==> src/rtl/femto_uart_pkg.sv <==
// Shared UART definitions: transmitter FSM states and line levels.
// Kept generic so a future receiver can import the same package.
package femto_uart_pkg;

    typedef enum logic [2:0] {
        IDLE   = 3'd0,
        START  = 3'd1,
        DATA   = 3'd2,
        PARITY = 3'd3,
        STOP   = 3'd4
    } uart_tx_state_e;

    localparam logic UART_IDLE_LEVEL = 1'b1;

endpackage

==> src/rtl/baud_tick.sv <==
// Bit-period down-counter: load with period at each bit boundary, tick marks
// the last cycle of the period, so one bit lasts period+1 cycles.
module baud_tick #(
    parameter int DIV_BITS = 16
) (
    input  logic                clk,
    input  logic                rstn,
    input  logic                load,
    input  logic [DIV_BITS-1:0] period,
    output logic                tick
);

    logic [DIV_BITS-1:0] cnt_q, cnt_d;

    always_comb begin
        cnt_d = cnt_q;
        if (load)
            cnt_d = period;
        else if (cnt_q != '0)
            cnt_d = cnt_q - DIV_BITS'(1);
    end

    always_ff @(posedge clk) begin
        if (!rstn)
            cnt_q <= '0;
        else
            cnt_q <= cnt_d;
    end

    assign tick = (cnt_q == '0);

endmodule

==> src/rtl/uart_tx_fifo_drain.sv <==
// UART transmitter draining a FWFT fifo: pops a byte, sends start/data/parity/stop,
// and chains frames with no idle gap while the fifo holds data.
module uart_tx_fifo_drain
    import femto_uart_pkg::*;
#(
    parameter int DATA_BITS = 8,
    parameter int DIV_BITS  = 16
) (
    input  logic                 clk,
    input  logic                 rstn,
    input  logic [DIV_BITS-1:0]  div,
    input  logic                 parity_en,
    input  logic                 parity_odd,
    input  logic                 stop2,
    input  logic [DATA_BITS-1:0] fifo_dout,
    input  logic                 fifo_empty,
    output logic                 fifo_r,
    output logic                 tx,
    output logic                 busy
);

    localparam int BCW = $clog2(DATA_BITS + 1);
    localparam logic [BCW-1:0] LAST_DATA = BCW'(DATA_BITS - 1);

    uart_tx_state_e       state_q, state_d;
    logic [DATA_BITS-1:0] shreg_q, shreg_d;
    logic [BCW-1:0]       bitcnt_q, bitcnt_d;
    logic [DIV_BITS-1:0]  div_q, div_d;
    logic                 par_q, par_d;
    logic                 par_en_q, par_en_d;
    logic                 par_odd_q, par_odd_d;
    logic                 stop2_q, stop2_d;
    logic                 tx_q, tx_d;
    logic                 busy_q, busy_d;
    logic                 tick, pop, stop_done, baud_load;
    logic [DIV_BITS-1:0]  baud_period;

    // Pop on the final cycle of the final stop bit so the next start bit follows directly.
    assign stop_done   = (state_q == STOP) && tick && (!stop2_q || bitcnt_q == BCW'(1));
    assign pop         = rstn && !fifo_empty && ((state_q == IDLE) || stop_done);
    assign baud_load   = pop || (tick && (state_q != IDLE));
    assign baud_period = pop ? div : div_q;

    baud_tick #(.DIV_BITS(DIV_BITS)) u_baud (
        .clk    (clk),
        .rstn   (rstn),
        .load   (baud_load),
        .period (baud_period),
        .tick   (tick)
    );

    always_comb begin
        state_d   = state_q;
        shreg_d   = shreg_q;
        bitcnt_d  = bitcnt_q;
        div_d     = div_q;
        par_d     = par_q;
        par_en_d  = par_en_q;
        par_odd_d = par_odd_q;
        stop2_d   = stop2_q;
        tx_d      = tx_q;
        if (pop) begin
            state_d   = START;
            shreg_d   = fifo_dout;
            bitcnt_d  = '0;
            div_d     = div;
            par_d     = 1'b0;
            par_en_d  = parity_en;
            par_odd_d = parity_odd;
            stop2_d   = stop2;
            tx_d      = 1'b0;
        end else begin
            case (state_q)
                IDLE: tx_d = UART_IDLE_LEVEL;
                START: if (tick) begin
                    state_d  = DATA;
                    bitcnt_d = '0;
                    tx_d     = shreg_q[0];
                end
                DATA: if (tick) begin
                    par_d    = par_q ^ shreg_q[0];
                    shreg_d  = shreg_q >> 1;
                    bitcnt_d = bitcnt_q + BCW'(1);
                    tx_d     = shreg_d[0];
                    if (bitcnt_q == LAST_DATA) begin
                        bitcnt_d = '0;
                        if (par_en_q) begin
                            state_d = PARITY;
                            tx_d    = par_d ^ par_odd_q;
                        end else begin
                            state_d = STOP;
                            tx_d    = UART_IDLE_LEVEL;
                        end
                    end
                end
                PARITY: if (tick) begin
                    state_d  = STOP;
                    bitcnt_d = '0;
                    tx_d     = UART_IDLE_LEVEL;
                end
                STOP: if (tick) begin
                    if (stop_done)
                        state_d = IDLE;
                    else
                        bitcnt_d = bitcnt_q + BCW'(1);
                    tx_d = UART_IDLE_LEVEL;
                end
                default: begin
                    state_d = IDLE;
                    tx_d    = UART_IDLE_LEVEL;
                end
            endcase
        end
        busy_d = (state_d != IDLE);
    end

    always_ff @(posedge clk) begin
        if (!rstn) begin
            state_q   <= IDLE;
            shreg_q   <= '0;
            bitcnt_q  <= '0;
            div_q     <= '0;
            par_q     <= 1'b0;
            par_en_q  <= 1'b0;
            par_odd_q <= 1'b0;
            stop2_q   <= 1'b0;
            tx_q      <= UART_IDLE_LEVEL;
            busy_q    <= 1'b0;
        end else begin
            state_q   <= state_d;
            shreg_q   <= shreg_d;
            bitcnt_q  <= bitcnt_d;
            div_q     <= div_d;
            par_q     <= par_d;
            par_en_q  <= par_en_d;
            par_odd_q <= par_odd_d;
            stop2_q   <= stop2_d;
            tx_q      <= tx_d;
            busy_q    <= busy_d;
        end
    end

    assign fifo_r = pop;
    assign tx     = tx_q;
    assign busy   = busy_q;

endmodule

==> config.mk <==
export PLATFORM = sky130hd
export DESIGN_NAME = uart_tx_fifo_drain
export DESIGN_NICKNAME = d
export VERILOG_FILES = /design/src/rtl/femto_uart_pkg.sv /design/src/rtl/baud_tick.sv /design/src/rtl/uart_tx_fifo_drain.sv
export SDC_FILE = /design/constraint.sdc
export NUM_CORES = 1
export LEC_CHECK = 0
export BUFFER_PORTS_ARGS = -buffer_cell sky130_fd_sc_hd__buf_2
export CORE_MARGIN = 3
export CORE_UTILIZATION = 60
export DETAILED_ROUTE_END_ITERATION = 8
export PLACE_DENSITY_LB_ADDON = 0.08
export SETUP_SLACK_MARGIN = 0.15
export SYNTH_ARGS = -nofsm -noshare
export SYNTH_HDL_FRONTEND = slang
export SYNTH_SLANG_ARGS = --single-unit
==> constraint.sdc <==
create_clock -name clk -period 5.3 [get_ports clk]
set_clock_uncertainty 0.15 [all_clocks]
set_input_delay 0.265 -clock clk [delete_from_list [all_inputs] [get_ports clk]]
set_output_delay 0.265 -clock clk [all_outputs]
set_load 0.01 [all_outputs]
# --- After elaboration in Yosys (flattened, before gate mapping) ---
# Index checks and enable logic that the tools add are counted.
totals:
  ff_bits: 53
  input_bits: 30
  output_inout_bits: 3
  word_cells: 83
op_classes:
  addsub: 2
  eq_ne: 13
  mux: 28
  n_bitwise: 3
  reduce_logical: 26
op_table:
  columns: ["operator", "count"]
  rows:
  - ["16-bit two-way mux", 3]
  - ["3-bit two-way mux", 8]
  - ["8-bit two-way mux", 3]
  - ["4-bit two-way mux", 5]
  - ["16-bit zero test", 1]
  - ["16-bit nonzero test", 1]
  - ["16-bit by 1-bit subtractor with 16-bit output, second input constant", 1]
  - ["3-bit one-hot mux with 5 select lines", 1]
  - ["4-bit one-hot mux with 3 select lines", 1]
  - ["3-bit nonzero test", 3]
  - ["3-bit by 2-bit == test with 1-bit output, second input constant", 2]
  - ["1-bit two-way mux", 6]
  - ["2-bit inequality test, second input constant", 3]
  - ["3-bit inequality test, second input constant", 2]
  - ["2-bit nonzero test", 3]
  - ["2-bit OR reduction", 3]
  - ["1-bit logical AND", 5]
  - ["5-bit AND reduction", 1]
  - ["4-bit by 1-bit adder with 4-bit output, second input constant", 1]
  - ["4-bit by 1-bit == test with 1-bit output, second input constant", 1]
  - ["4-bit by 3-bit == test with 1-bit output, second input constant", 1]
  - ["2-bit AND reduction", 2]
  - ["3-bit by 1-bit == test with 1-bit output, second input constant", 1]
  - ["3-bit == test, second input constant", 1]
  - ["other kinds (9)", 13]

# --- Depth between registers and ports, before layout ---
# Gate-level depths: netlist of run 1.
logic_depth:
  ltp_word: 8
  ltp_mapped: 10
  depth_no_buf: 8

# --- Hierarchy ---
# From an unflattened synthesis of run 1, not the netlist that was laid out.
unflattened:
  cells_unflattened: 302
  hier_area_um2: 2831.5
by_module_without_submodules:
  columns: ["mod", "instances", "cells_per_inst", "area_each_um2", "seq_area_each_um2"]
  rows:
  - ["uart_tx_fifo_drain", 1, 186, 1891.8, 740.7]
  - ["baud_tick", 1, 116, 939.7, 320.3]

# --- Least setup slack after synthesis of run 1 ---
# No wires, ideal clock.
synth_timing:
  kind: "register -> output"
  from: "reg bitcnt_q[0]"
  to: "out fifo_r"
  arrival_ns: 1.710
  path_slack_ns: 3.175
  path_stages_with_launch: 8
  path_buffers: 2
  cell_sequence: "dfxtp_1 -> ha_1 -> or3b_2 -> a211oi_2 -> a21oi_2 -> clkinv_2 -> buf_6 -> buf_6"
synth_between:
  elab_chain_cells: 5
synth_lines:
  columns: ["item", "line_no", "rtl"]
  rows:
  - ["start, declared", "uart_tx_fifo_drain.sv:27", "logic [BCW-1:0] bitcnt_q, bitcnt_d;"]
  - ["start signal, assigned", "uart_tx_fifo_drain.sv:132", "bitcnt_q <= bitcnt_d;"]
  - ["4-bit by 1-bit == test with 1-bit output", "uart_tx_fifo_drain.sv:39", "assign stop_done = (state_q == STOP) && tick && (!stop2_q || bitcnt_q == BCW'(1));"]
  - ["1-bit logical OR", "uart_tx_fifo_drain.sv:39", null]
  - ["1-bit logical AND", "uart_tx_fifo_drain.sv:39", null]
  - ["1-bit logical OR", "uart_tx_fifo_drain.sv:40", "assign pop = rstn && !fifo_empty && ((state_q == IDLE) || stop_done);"]
  - ["1-bit logical AND", "uart_tx_fifo_drain.sv:40", null]
  - ["end, declared", "uart_tx_fifo_drain.sv:17", "output logic fifo_r,"]
# No other way between the ends.

# --- Final worst setup path of run 1 ---
layout_timing:
  from: "reg u_baud.cnt_q[10]"
  to: "out fifo_r"
layout_between:
  elab_chain_cells: 5
layout_lines:
  columns: ["item", "line_no", "rtl"]
  rows:
  - ["start, declared", "baud_tick.sv:13", "logic [DIV_BITS-1:0] cnt_q, cnt_d;"]
  - ["start signal, assigned", "baud_tick.sv:27", "cnt_q <= cnt_d;"]
  - ["16-bit zero test", "baud_tick.sv:30", "assign tick = (cnt_q == '0);"]
  - ["1-bit logical AND (2 in series)", "uart_tx_fifo_drain.sv:39", null]
  - ["1-bit logical OR", "uart_tx_fifo_drain.sv:40", null]
  - ["1-bit logical AND", "uart_tx_fifo_drain.sv:40", null]
# No other way between the ends.

==> results of run 1 <==
==> power by group <==
| group | switching [mW] | internal [mW] |
|---|---|---|
| sequential | 0.0860 | 0.456 |
| combinational | 0.229 | 0.178 |
| clock | 0.136 | 0.188 |
| total | 0.451 | 0.821 |
==> sequential cells by signal (all words and copies together) (netlist names), 3 cells and up <==
| name | cells |
|---|---|
| div_q | 16 |
| state_q | 3 |
| u_baud.cnt_q | 16 |
| shreg_q | 8 |
| bitcnt_q | 4 |
==> tightest hold or removal path: stages <==
cell	delay (ns)
buf_2	0.08
nand2_1	0.04
o21ai_0	0.06
==> kinds of logic (layout without fill, tap and decap cells) <==
group           count (synthesis)  in the layout
xor+xnor                       12             12
buf+inv                        27             50
fa+ha+maj                       4              4
simple gates                  133            133
mux                             7              7
flops                          53             53
compound gates                105            105
==> path summary, 6_finish.rpt <==
| kind | from | endpoint | slack [ns] | cells after the start |
|---|---|---|---|---|
| worst max register to register | u_baud.cnt_q[4] | u_baud.cnt_q[5] | 2.71 | 5 |
| worst max-delay path | u_baud.cnt_q[10] | fifo_r | 2.58 | 5 |
| worst min-delay path | stop2 | stop2_q | 0.007 | 3 |
| worst min register to register | div_q[3] | div_q[3] | 0.31 | 2 |
==> per-layer routing <==
| layer | vias to the layer above | routed length [microns] | share of wire (%) |
|---|---|---|---|
| met3 | 15 | 457 | 6.6 |
| met2 | 119 | 3020 | 44 |
| li1 | 1298 | - | - |
| met1 | 1244 | 3290 | 48 |
| met5 | - | 0 | 0 |
| met4 | 0 | 111 | 1.6 |
==> per-stage QoR <==
stage	hold slack, ns	worst slack [ns]	utilization, %	cell area (sq um)
2_1_floorplan	0.224	3.18	-	2830
3_3_place_gp	0.290	2.90	66.4	2950
3_5_place_dp	0.298	2.83	66.4	2950
4_1_cts	0.00525	2.56	69.8	3100
5_1_grt	0.0121	2.40	69.8	3100
6_report	0.00740	2.58	69.8	3100
==> cell usage in the layout (no fill, tap or decap), types with 4 or more instances in the layout <==
master,instances
ha_1,4
buf_2,32
xnor2_1,7
nor2_1,24
clkbuf_8,5
nand2_1,46
nor4_1,4
mux2i_1,6
a21o_1,4
dfxtp_1,53
o21ai_0,15
or4_1,5
a21oi_1,40
a22oi_1,5
o221a_2,6
nand3_1,10
nand4_1,9
xor2_1,5
a31oi_1,7
inv_1,5
a21boi_0,4
nor3_1,7
==> area by class of cell <==
class	instances	area share, %
inverters	6	0.766
repair buffers	36	6.29
clock buffers	5	2.22
flip-flops and latches	53	34.2
multi-input cells	261	52.4
well taps	52	2.10
clock inverters	3	2.10
==> what timing repair did <==
action,in CTS,in global routing
resized for setup,0,0
hold buffers,2,0
hold endpoints to repair,2,0
==> flow_summary.ini, run 1 <==
[drt]
postRouteAntennaNets = 0
drt_first_iter_violations = 358
viasPerCell = 6.43
finalWirelength_microns = 6870
wire_per_inst_microns = 16.5
drc = 0
dr.pass1.iters = 6
vias = 2676

[logic_synthesis]
ys_warn_count = 0
synth_edf_count = 0
ys_top_cells_by_count = 53 x dfxtp_1, 46 x nand2_1, 40 x a21oi_1
synth_seq_area_share_pct = 37.5
ys_ff_latch = 53
syn_inst = 341
synth_xor_area_share_pct = 3.71
synth_area_sq_um = 2830
avgSynthCellArea_sq_um = 8.30
syn-num-nets = 375
synth.most_common_cell = dfxtp_1
synth_top_area_share_pct = 37.5
synth_compound_area_share_pct = 24.4
synthMuxAreaShare_pct = 2.52
synth-simple-area-share_pct = 25.0
async_flop_share_pct = 0
synthTopCellsByArea = dfxtp_1 37%, a21oi_1 7.1%, nand2_1 6.1%
synth_fa_ha_area_share_pct = 1.77
yosysUniqueCellTypes = 59
ys.flop_type = dfxtp_1
synth_top_family_by_area = simple AND/OR/NAND/NOR gates
yosys.area.top_type = dfxtp_1

[pwr]
power.leakage_nw = 1.16
p_per_area_nw_per_um2 = 410
peakVddDrop_mv = 0.228
p_total_mw = 1.27

[global_route]
grt_pass1_vias = 2379
grtUsageTotal_pct = 26.1
top_usage_layer = met1
met3_usage_pct = 5.61
use_met1_pct = 38.9
grt_max_degree = 34
grt_antenna_before_repair = 0
globalRouteMet2Util_pct = 38.2
grt_pass1_wl_microns = 11300
grt-ovfl-total = 0

[place]
io_buffers = 32
place_congestion = 0.997
dp_cells = 406
place_hpwl_microns = 4640

[setup_path]
cp_data_arrival_time_ns = 2.31
critPathSlowestCell = or4_1
cpPeakStageDelay_ns = 0.68
critical_path.top_delay_family = simple AND/OR/NAND/NOR gates
worstPathCellList = or4_1, a211oi_2, a21oi_2, clkinv_2, buf_2
endpoint_kind = output pin
critPathBufInv = 2
cp.required_ns = 4.89
startpoint_type = flop
path_max_fanout = 31
crit_type = reg2out

[flow_run]
cap_violations = 0

[cts]
numCtsBuffers = 5
post_cts_buffers = 0
cts_num_sinks = 53
clk_pin_slew_ns = 0.10
cts_buffer_depth = 2
htreeDepth = 2
root_buffer = clkbuf_8
cts_tree = done
clk_latency_ns = 0.31

[final_layout]
num_antenna_cells = 0
drive_above_1_share_pct = 17.9
fill_cells = 395
seq_area_sq_um = 1060
fin_cells = 416
nets = 397
area_growth_pct = 9.63
multi_input_area_sq_um = 1630

[floorplan]
std_cell_rows = 24
die_h_microns = 74.7
ioPinCount = 33
die-area_sq_um = 5580
initial_core_util_pct = 63.7
core_area_sq_um = 4440
fp.dieW_microns = 74.7

[timing]
worst_slew_pin_slew_ns = 0.769
timing.final.max_slew_violations = 0
relSlewSlack_pct = 48.4
fin_crit_sh_pct = 51.4
hold_viol_final = 0
rsz0062_at_grt = no
fin_crit_ns = 2.72
clock.fmax_mhz = 367
setup_viol = 0
tns_ns = 0

[hold_path]
min_path_type = in2reg

[run_status]
outcome = finished, final reports clean
Power figures use the tool's default switching activity.
==> inputs of run 2 (changes only) <==
--- a/config.mk
+++ b/config.mk
@@ -7,7 +7,7 @@
 export LEC_CHECK = 0
 export BUFFER_PORTS_ARGS = -buffer_cell sky130_fd_sc_hd__buf_2
 export CORE_MARGIN = 3
-export CORE_UTILIZATION = 60
+export CORE_UTILIZATION = 58
 export DETAILED_ROUTE_END_ITERATION = 8
 export PLACE_DENSITY_LB_ADDON = 0.08
 export SETUP_SLACK_MARGIN = 0.15
==> constraint.sdc (replaced) <==
create_clock -name clk -period 2.67 [get_ports clk]
set_clock_uncertainty 0.15 [all_clocks]
set_input_delay 0.1335 -clock clk [delete_from_list [all_inputs] [get_ports clk]]
set_output_delay 0.1335 -clock clk [all_outputs]
set_load 0.01 [all_outputs]
==> run 2 against run 1 <==
  * Core utilization grew 6.2 points
  * Worst hold slack gained 0.14 ns
  * Non-clock buffer count increased by 37
  * Total power grew 89%
  * First-iteration DRC count is 12% lower
  * Sequential share of layout area is 3.4 points lower
  * Sequential power grew 97%
  * Highest routed layer unchanged
  * Largest power group unchanged
  * Clock power increased by 37%
  * Final area rose by 11%
  * Register-to-register slack got worse by 2.4 ns
  * Cell count up 12%
==> flow_summary.ini, run 2 (same netlist as run 1, synthesis figures left out) <==
[pwr]
power.leakage_nw = 1.30
p_per_area_nw_per_um2 = 699
peakVddDrop_mv = 0.479

[drt]
postRouteAntennaNets = 0
dr.pass1.iters = 6
drt_first_iter_violations = 315
drc = 0
finalWirelength_microns = 7650
wire_per_inst_microns = 16.4
viasPerCell = 6.14
vias = 2863

[floorplan]
std_cell_rows = 24
die_h_microns = 75.9
ioPinCount = 33
initial_core_util_pct = 62.4
core_area_sq_um = 4530
die-area_sq_um = 5760
fp.dieW_microns = 75.9

[final_layout]
final_cell_mix = 52 x dfxtp_1, 46 x nand2_1, 40 x a21oi_1
final_core_util_pct = 76.0
fin_area_sq_um = 3450
drive_above_1_share_pct = 19.5
nets = 434
reg.largest.list = div_q x16, u_baud.cnt_q x16, shreg_q x8
num_antenna_cells = 0
final_common_cell = dfxtp_1
area_growth_pct = 21.7

[timing]
worst_slew_pin_slew_ns = 0.609
setup_viol = 0
clock.fmax_mhz = 406
relSlewSlack_pct = 59.1
rsz0062_at_grt = no
hold_ws_ns = 0.148
setup_slack_ns = 0.208
fin_crit_ns = 2.46
tns_ns = 0
fin_crit_sh_pct = 92.2
hold_viol_final = 0
timing.final.max_slew_violations = 0

[setup_path]
endpoint_kind = output pin
reg2reg_slack_ns = 0.33
path_max_fanout = 25
cp.required_ns = 2.39
crit_type = reg2out
startpoint = u_baud.cnt_q[10]
cpPeakStageDelay_ns = 0.62
critPathSlowestCell = or4_4
cp_data_arrival_time_ns = 2.18
r2r_end = state_q[0]
reg2regPathDepth = 8
r2r-start = u_baud.cnt_q[0]
worstPathCellList = or4_4, a211oi_4, a21oi_4, clkinv_2, buf_12, buf_2
worstSetupPathDepth = 6
critPathBufInv = 3
setup.worst_path.end = fifo_r
startpoint_type = flop
critical_path.top_delay_family = simple AND/OR/NAND/NOR gates

[place]
io_buffers = 32
place_congestion = 0.965
post_dp_cell_area_sq_um = 3050
dp_worst_setup_slack_ns = 0.256
place_hpwl_microns = 5010

[cts]
cts_buffer_depth = 2
htreeDepth = 2
root_buffer = clkbuf_8
numCtsBuffers = 5
cts_num_sinks = 53
clk_pin_slew_ns = 0.09
clk_latency_ns = 0.30
cts_tree = done

[global_route]
grt_max_degree = 26
grtUsageTotal_pct = 28.6
grt_pass1_wl_microns = 12600
grt-ovfl-total = 0
grt_pass1_vias = 2595
grt_antenna_before_repair = 0

[run_status]
outcome = finished, final reports clean

[flow_run]
cap_violations = 0

[hold_path]
min_path_type = in2reg
==> run 2: cell type report <==
class / count / area, sq um
Clock inverter: 1 / 7.51
Timing Repair Buffer: 73 / 548
Clock buffer: 7 / 76.3
Fill cell: 345 / 1090
Sequential cell: 53 / 1060
Multi-Input combinational cell: 261 / 1650
Inverter: 6 / 23.8
Tap cell: 65 / 81.3
==> run 2: routing by layer <==
metal	routed length, microns	track usage, %
met4	118	7.57
met2	3460	43.6
met5	0	0
met3	607	6.07
met1	3470	40.7
==> run 2: per-stage QoR <==
step / power (mW) / cells
after floorplan: 1.70 / 341
after global placement: 1.87 / 429
after detailed placement: 1.88 / 429
after CTS: 2.37 / 464
after global routing: 2.54 / 466
final: 2.41 / 466
==> run 2: repair_timing <==
action	CTS	global route
setup buffers	0	2
hold endpoints to repair	37	0
endpoints found under the setup margin	1	2
pin swaps	1	1
gates resized for setup	5	1
hold buffers	27	0
==> run 2: worst reg2reg max path: stages, from the launching register on <==
cell and delay [ns]:
dfxtp_1 0.35, inv_1 0.09, ha_1 0.15, nor3b_2 0.28, and4_2 0.44, buf_4 0.19
a41oi_1 0.11, a211o_1 0.30, a21oi_1 0.20
==> run 2: worst min-delay path by stage <==
stage,startpoint,to,slack [ns],depth (start not counted)
6_report,rstn,par_odd_q,0.15,4
5_1_grt,rstn,u_baud.cnt_q[0],0.15,4
4_1_cts,rstn,u_baud.cnt_q[10],0.14,3
3_5_place_dp,parity_odd,par_odd_q,0.18,3
3_3_place_gp,stop2,stop2_q,0.18,3
2_1_floorplan,parity_en,par_en_q,0.09,2
==> run 2: power by group <==
group / switching, mW / internal, mW / leakage [nW] / total (mW)
logic: 0.470 / 0.420 / 0.828 / 0.890
clock network: 0.259 / 0.186 / 0.0385 / 0.445
registers: 0.169 / 0.904 / 0.435 / 1.07
total: 0.898 / 1.51 / 1.30 / 2.41
